**config.mk**
```make
export PLATFORM = sky130hd
export DESIGN_NAME = modinv_helper_extend
export DESIGN_NICKNAME = d
export VERILOG_FILES = /design/src/rtl/modinv_helper_extend.sv
export SDC_FILE = /design/constraint.sdc
export NUM_CORES = 1
export LEC_CHECK = 0
export BUFFER_PORTS_ARGS = -buffer_cell sky130_fd_sc_hd__buf_4
export CORE_MARGIN = 8
export CORE_UTILIZATION = 39
export CTS_CLUSTER_DIAMETER = 200
export DETAILED_ROUTE_END_ITERATION = 6
export PLACE_DENSITY = 0.83
export SLEW_MARGIN = 20
export SYNTH_ARGS = -nofsm -noshare
export SYNTH_HDL_FRONTEND = slang
export SYNTH_SLANG_ARGS = --single-unit
```
**constraint.sdc**
```tcl
create_clock -name clk -period 1.9 [get_ports clk]
set_clock_uncertainty 0.2 [all_clocks]
set_input_delay 0.095 -clock clk [delete_from_list [all_inputs] [get_ports clk]]
set_output_delay 0.095 -clock clk [all_outputs]
set_load 0.01 [all_outputs]
```
**src/rtl/modinv_helper_extend.sv**
```systemverilog
// Copies the operand from memory "a" into buffer "s", zero-fills the extra buffer words, and flags operand==0 / operand==1.
// Latency: rdy is low for BUFFER_NUM_WORDS+1 cycles after the start edge. No backpressure: writes stream unconditionally and ena is ignored while busy.
module modinv_helper_extend #(
    parameter int OPERAND_NUM_WORDS = 8,
    parameter int OPERAND_ADDR_BITS = 3,
    parameter int BUFFER_NUM_WORDS  = 9,
    parameter int BUFFER_ADDR_BITS  = 4
) (
    input  logic                         clk,
    input  logic                         rst_n,
    input  logic                         ena,
    output logic                         rdy,
    output logic [OPERAND_ADDR_BITS-1:0] a_addr,
    input  logic [31:0]                  a_din,
    output logic [BUFFER_ADDR_BITS-1:0]  s_addr,
    output logic                         s_wren,
    output logic [31:0]                  s_dout,
    output logic                         a_is_zero,
    output logic                         a_is_one
);

    localparam int CNT_W = $clog2(BUFFER_NUM_WORDS + 2);

    localparam logic [CNT_W-1:0]             CNT_ONE      = CNT_W'(1);
    localparam logic [CNT_W-1:0]             CNT_RD_LAST  = CNT_W'(OPERAND_NUM_WORDS);
    localparam logic [CNT_W-1:0]             CNT_WR_FIRST = CNT_W'(2);
    localparam logic [CNT_W-1:0]             CNT_LAST     = CNT_W'(BUFFER_NUM_WORDS + 1);
    localparam logic [OPERAND_ADDR_BITS-1:0] A_LAST       = OPERAND_ADDR_BITS'(OPERAND_NUM_WORDS - 1);
    localparam logic [OPERAND_ADDR_BITS-1:0] A_ONE        = OPERAND_ADDR_BITS'(1);
    localparam logic [BUFFER_ADDR_BITS-1:0]  S_LAST       = BUFFER_ADDR_BITS'(BUFFER_NUM_WORDS - 1);
    localparam logic [BUFFER_ADDR_BITS-1:0]  S_ONE        = BUFFER_ADDR_BITS'(1);
    localparam logic [BUFFER_ADDR_BITS-1:0]  S_OPND_END   = BUFFER_ADDR_BITS'(OPERAND_NUM_WORDS);

    logic [CNT_W-1:0] proc_cnt;
    logic             rd_phase;
    logic             wr_phase;
    logic             s_in_opnd;
    logic [31:0]      one_word;

    assign rdy       = (proc_cnt == '0);
    assign rd_phase  = !rdy && (proc_cnt <= CNT_RD_LAST);
    assign wr_phase  = (proc_cnt >= CNT_WR_FIRST) && (proc_cnt <= CNT_LAST);
    assign s_in_opnd = (s_addr < S_OPND_END);
    assign s_wren    = wr_phase;
    assign s_dout    = s_in_opnd ? a_din : 32'h0;
    // The value "one" has 1 in the least significant word and 0 everywhere else.
    assign one_word  = {31'd0, (s_addr == '0)};

    always_ff @(posedge clk or negedge rst_n) begin
        if (!rst_n) begin
            proc_cnt  <= '0;
            a_addr    <= '0;
            s_addr    <= '0;
            a_is_zero <= 1'b0;
            a_is_one  <= 1'b0;
        end else begin
            if (rdy) begin
                if (ena) begin
                    proc_cnt  <= CNT_ONE;
                    a_is_zero <= 1'b1;
                    a_is_one  <= 1'b1;
                end
            end else if (proc_cnt == CNT_LAST) begin
                proc_cnt <= '0;
            end else begin
                proc_cnt <= proc_cnt + CNT_ONE;
            end

            if (rd_phase)
                a_addr <= (a_addr == A_LAST) ? '0 : a_addr + A_ONE;
            else
                a_addr <= '0;

            if (wr_phase)
                s_addr <= (s_addr == S_LAST) ? '0 : s_addr + S_ONE;
            else
                s_addr <= '0;

            // Zero-fill words carry no operand information, so they leave the flags alone.
            if (wr_phase && s_in_opnd) begin
                if (a_din != 32'h0)
                    a_is_zero <= 1'b0;
                if (a_din != one_word)
                    a_is_one <= 1'b0;
            end
        end
    end

endmodule

```
==> metrics.csv, run 1 <==
metric,value,unit
outcome,finished clean,
hold_ws,11.54,ps
clkPwrFrac,10.3,%
start_util,40.47,%
fp.dieH,66.47,um
start_kind,input port,
drt_iter0_markers,30,
grtUsageMet3,4.027,%
setup_ws,81.78,ps
synth_top_cell_area_share,32.75,%
crit_path_start,a_din[0],
yosys.area.top_type,dfrtp_1,
io_pins,78,
synth_edf_count,0,
power_switching,0.6993,mW
gr-total-overflow,0,
maxSlewHeadroom,60.58,%
clk_latency,280,ps
setup_violations,0,
clkTransAtPathRegs,80,ps
sequentialPowerShare,32.2,%
vias,1119,
irDropWorstVdd,1.058,mV
cts-buffers-inserted,3,
rows,18,
netlist_instances,113,
worst-slew-pin-transition,589.4,ps
p_int,0.9804,mW
layout.nets,240,
rrSetupSlack,220,ps
die_x,66.47,um
grt_pass1_wl,5.306,mm
cp_common_cell,dlygate4sd3_1,
diodes,0,
cts_tree,done,
cp-endpoint,a_is_zero,
synth_area_leaders,"dfrtp_1 33%, nor2b_1 21%, ha_1 7.6%",
design_area,1690,um2
async_flop_share,100.0,%
r2r-end,a_addr[0],
multi_input_area,625.6,um2
power.density,993.7,nW/um2
placed_cell_area,1604,um2
min_path_type,in2reg,
max_freq,550.0,MHz
cts_sinks,13,
final.min_clock_period,1818,ps
fillCellCount,212,
dieArea,4418,um2
routedWlPerCell,15.33,um
grt_use_met2,29.07,%
drive_gt1_share,45.96,%
rsz0062_at_grt,false,
ff2ff_path_depth,5,
place.gp.congestion,0.8771,
netSwitchingFraction,41.63,%
timing.final.max_slew_violations,0,
worst_path_largest_cell_delay,560,ps
drv_cap,0,
drc_errors,0,
antenna_left,0,
worstReg2RegStart,proc_cnt[0],
yosysSeqAreaShare,32.75,%
fin_setup_tns,0,ps
root_buffer,clkbuf_4,
end_kind,flip-flop,
crit_chain,dlygate4sd3_1 > buf_4 > or3_1 > dlygate4sd3_1 > a21oi_1,
drt_wl_total,3.496,mm
cp_max_fo,3,
cp.required,1910,ps
ys_types,34,
crit_type,in2reg,
synth_most_common_cell,nor2b_1,
synthTopCellsByCount,"33 x nor2b_1, 13 x dfrtp_1, 7 x a21oi_1",
antenna_found_initial,0,
busiest_layer,met2,
leakage,0.8360,nW
dp_hpwl,2.882,mm
synth-main-ff-cell,dfrtp_1,
post_cts_resize_count,0,
synth-seq-cells,13,
vias_per_cell,4.908,
synth_area,993.5,um2
place_inst,218,
final.period_utilization,95.70,%
clockBufferDepth,2,
grt_pass1_vias,1131,
area_delta_synth_final,70.15,%
power_frac_comb,57.5,%
syn-num-nets,154,
synth.avg_cell_area,8.792,um2
crit_path_top_delay_cell,dlygate4sd3_1,
grt_use_met1,15.57,%
seq_area,325.3,um2
place_ws,237.3,ps
layout.cells.non_filler,228,
arrival,1830,ps
htreeDepth,1,
numPortBuffers,77,
ys_warn_count,0,
firstDrtPassIters,4,
grt_usage,15.13,%
post_cts_buffers,0,
grt_start_max_net_pins,34,
hold_viol,0,
coreArea,2455,um2
[cell usage in the layout, fill, tap and decap left out]
master / instances
nor4_2: 4
or2_2: 1
nand2_1: 2
nor2b_1: 33
xnor2_1: 1
clkbuf_1: 1
nor2_2: 2
and2_1: 2
o41ai_1: 1
a31oi_1: 1
xor2_1: 1
nand3b_1: 1
dlygate4sd3_1: 6
nand4_1: 2
o21ai_1: 1
dfrtp_1: 13
or3_1: 2
buf_4: 79
nor3b_1: 1
nor2_1: 1
a21oi_2: 1
a22o_1: 1
mux2i_1: 1
nand3_1: 3
nor3_1: 2
a21oi_1: 7
a221oi_1: 1
inv_1: 6
nand2b_1: 3
nor4_1: 4
ha_1: 6
o21ai_0: 3
o21ba_1: 1
nor2b_2: 1
clkbuf_4: 3
[power groups by stage]
stage | combinational, mW | sequential [mW] | clock [mW]
global placement | 0.940 | 0.531 | 0
finish | 0.966 | 0.541 | 0.173
detailed placement | 0.973 | 0.545 | 0
floorplan | 0.539 | 0.537 | 0
CTS | 0.985 | 0.538 | 0.183
global route | 1.09 | 0.560 | 0.192
[logic make-up (layout without fill, tap and decap cells)]
group / count (synthesis) / count (layout) / synth area share [%]
adders and majority gates: 6 / 6 / 7.556
DFF: 13 / 13 / 32.75
buffers and inverters: 10 / 95 / 4.282
muxes: 1 / 1 / 1.008
xor gates and xnor gates: 2 / 2 / 1.764
and+or+nand+nor: 64 / 64 / 41.94
AOI/OAI and AO/OA: 17 / 17 / 10.71
[cell type report]
type	instances	area share, %
Inverter	6	1.332
Sequential cell	13	19.25
Tap cell	30	2.221
Clock buffer	4	1.554
Timing Repair Buffer	85	38.64
Multi-Input combinational cell	90	37.01
[layer usage]
metal  wire length, um  up-vias
li1                  -      563
met1              1267      519
met2              1966       33
met3               229        4
met4                33        0
met5                 0        -
[flip-flops by register name (all words and copies together), names as in the netlist]
register,count
proc_cnt,4
a_is_zero,1
s_addr,4
a_addr,3
a_is_one,1
[metrics by stage]
step	utilization, %	power [mW]
after global routing	68.86	1.840
after global placement	65.34	1.472
after floorplan	-	1.076
after CTS	68.86	1.707
after detailed placement	65.34	1.518
final	68.86	1.680
[worst min-delay path by stage]
| stage | slack (ps) | endpoint | cells past startpoint | startpoint |
|---|---|---|---|---|
| after floorplan | -400 | a_addr[0] | 0 | rst_n |
| after global placement | -250 | proc_cnt[2] | 1 | rst_n |
| after detailed placement | -250 | proc_cnt[2] | 1 | rst_n |
| after CTS | 10 | a_is_one | 5 | a_din[9] |
| after global routing | 60 | a_is_one | 5 | a_din[9] |
| final | 10 | a_is_one | 5 | a_din[9] |
[what timing repair did]
action	4_1_cts	5_1_grt
endpoints found under the hold margin	16	0
hold buffers	6	0
endpoints found under the setup margin	0	0
[critical path: cells and delay by family]
family	cells	cell delay, ps
buffers and inverters	3	1260
and+or+nand+nor	1	350
AOI/OAI and AO/OA	1	140
Note: power is estimated with default switching activity, not from simulation.
==> run 2: changes to the inputs <==
--- a/config.mk
+++ b/config.mk
@@ -10,7 +10,7 @@
 export CORE_UTILIZATION = 39
 export CTS_CLUSTER_DIAMETER = 200
 export DETAILED_ROUTE_END_ITERATION = 6
-export PLACE_DENSITY = 0.83
+export PLACE_DENSITY = 0.79
 export SLEW_MARGIN = 20
 export SYNTH_ARGS = -nofsm -noshare
 export SYNTH_HDL_FRONTEND = slang
==> metrics.csv, run 2 (same netlist as run 1, synthesis figures left out) <==
metric,value,unit
hold_depth,5,
layout.cells.non_filler,226,
crit_chain,inv_1 > ha_1 > nand2b_1 > nor2_2 > buf_4,
antenna_left,0,
final.period_utilization,92.45,%
arrival,1460,ps
routedWlPerCell,15.28,um
io_pins,78,
hold_viol,0,
drv_cap,0,
post_cts_buffers,0,
drt_iter0_markers,41,
place.gp.congestion,0.8567,
cts_tree,done,
clkTransAtPathRegs,70,ps
dp_hpwl,2.933,mm
ff2ff_path_depth,5,
cp.required,1600,ps
vias_per_cell,4.969,
numPortBuffers,77,
drt_wl_total,3.454,mm
grt_usage,15.17,%
place_ws,255.2,ps
layout_commonest_cell,buf_4,
cp_max_fo,7,
grt_pass1_vias,1131,
irDropWorstVdd,1.026,mV
vias,1123,
crit_path_top_delay_cell,dfrtp_1,
layout.nets,238,
start_kind,flip-flop,
diodes,0,
grt_start_max_net_pins,34,
fin_setup_tns,0,ps
cts_sinks,13,
area_delta_synth_final,68.14,%
crit_type,reg2out,
final_cell_mix,"79 x buf_4, 33 x nor2b_1, 13 x dfrtp_1, 7 x a21oi_1",
post_cts_resize_count,0,
leakage,0.8332,nW
max_freq,569.3,MHz
die_x,66.47,um
clk_latency,280,ps
clockBufferDepth,2,
end_kind,output pin,
rsz0062_at_grt,false,
setup_violations,0,
cp.depth,5,
crit_family,flip-flops,
fp.dieH,66.47,um
root_buffer,clkbuf_4,
outcome,finished clean,
antenna_found_initial,0,
grt_pass1_wl,5.257,mm
htreeDepth,1,
min_path_type,in2reg,
place_inst,218,
worst_path_largest_cell_delay,450,ps
worst-slew-pin-transition,576.0,ps
crit_buf_inv,2,
gr-total-overflow,0,
drive_gt1_share,46.43,%
start_util,40.47,%
final.min_clock_period,1757,ps
firstDrtPassIters,4,
hold_buffers,4,
drc_errors,0,
cts-buffers-inserted,3,
timing.final.max_slew_violations,0,
setup_ws,143.4,ps
rows,18,
power.density,1002,nW/um2
dieArea,4418,um2
coreArea,2455,um2
maxSlewHeadroom,61.48,%
top_regs,"proc_cnt (4), s_addr (4), a_addr (3)",
fillCellCount,216,
-- run 2: changes by cell type in the layout (fill, tap and decap cells not counted) --
cell / change
dlygate4sd3_1: -2
-- run 2: worst reg2reg max path, stage by stage (launching register included) --
cell	delay, ps
dfrtp_1	450
inv_1	100
ha_1	210
nand2b_1	180
xor2_1	220
nor3b_1	200
-- run 2: layout make-up --
type	count	area (um2)	area share, %
Sequential cell	13	325.3	19.48
Timing Repair Buffer	83	633.1	37.90
Clock buffer	4	26.28	1.573
Tap cell	30	37.54	2.247
Multi-Input combinational cell	90	625.6	37.45
Inverter	6	22.52	1.348
-- run 2: per-stage QoR --
| stage | instance area [um2] | total power, mW | hold slack, ps | utilization [%] |
|---|---|---|---|---|
| final | 1670 | 1.673 | 13.62 | 68.04 |
| after floorplan | 993.5 | 1.076 | -400.6 | - |
| after detailed placement | 1604 | 1.514 | -251.9 | 65.34 |
| after CTS | 1670 | 1.702 | 6.624 | 68.04 |
| after global placement | 1604 | 1.473 | -252.8 | 65.34 |
| after global routing | 1670 | 1.848 | 17.26 | 68.04 |
-- run 2: report_power, final --
group          total, mW  internal (mW)  switching [mW]
combinational      0.965          0.500           0.466
sequential         0.540          0.398           0.142
clock              0.168         0.0817          0.0863
-- run 2: worst paths after layout --
path	from	end	slack (ps)
setup / recovery	proc_cnt[0]	rdy	140
hold / removal	a_din[22]	a_is_zero	10
setup reg to reg	proc_cnt[0]	a_addr[0]	260
hold reg to reg	a_addr[0]	a_addr[0]	270
max in group asynchronous	rst_n	a_addr[2]	450
min in group asynchronous	rst_n	s_addr[2]	670
-- run 2: routing by layer --
metal | wire [um] | up-vias | track usage, %
met4 | 55 | 0 | 6.400
met5 | 0 | - | 0
li1 | - | 559 | -
met1 | 1163 | 525 | 15.00
met2 | 1986 | 34 | 28.47
met3 | 248 | 5 | 4.530
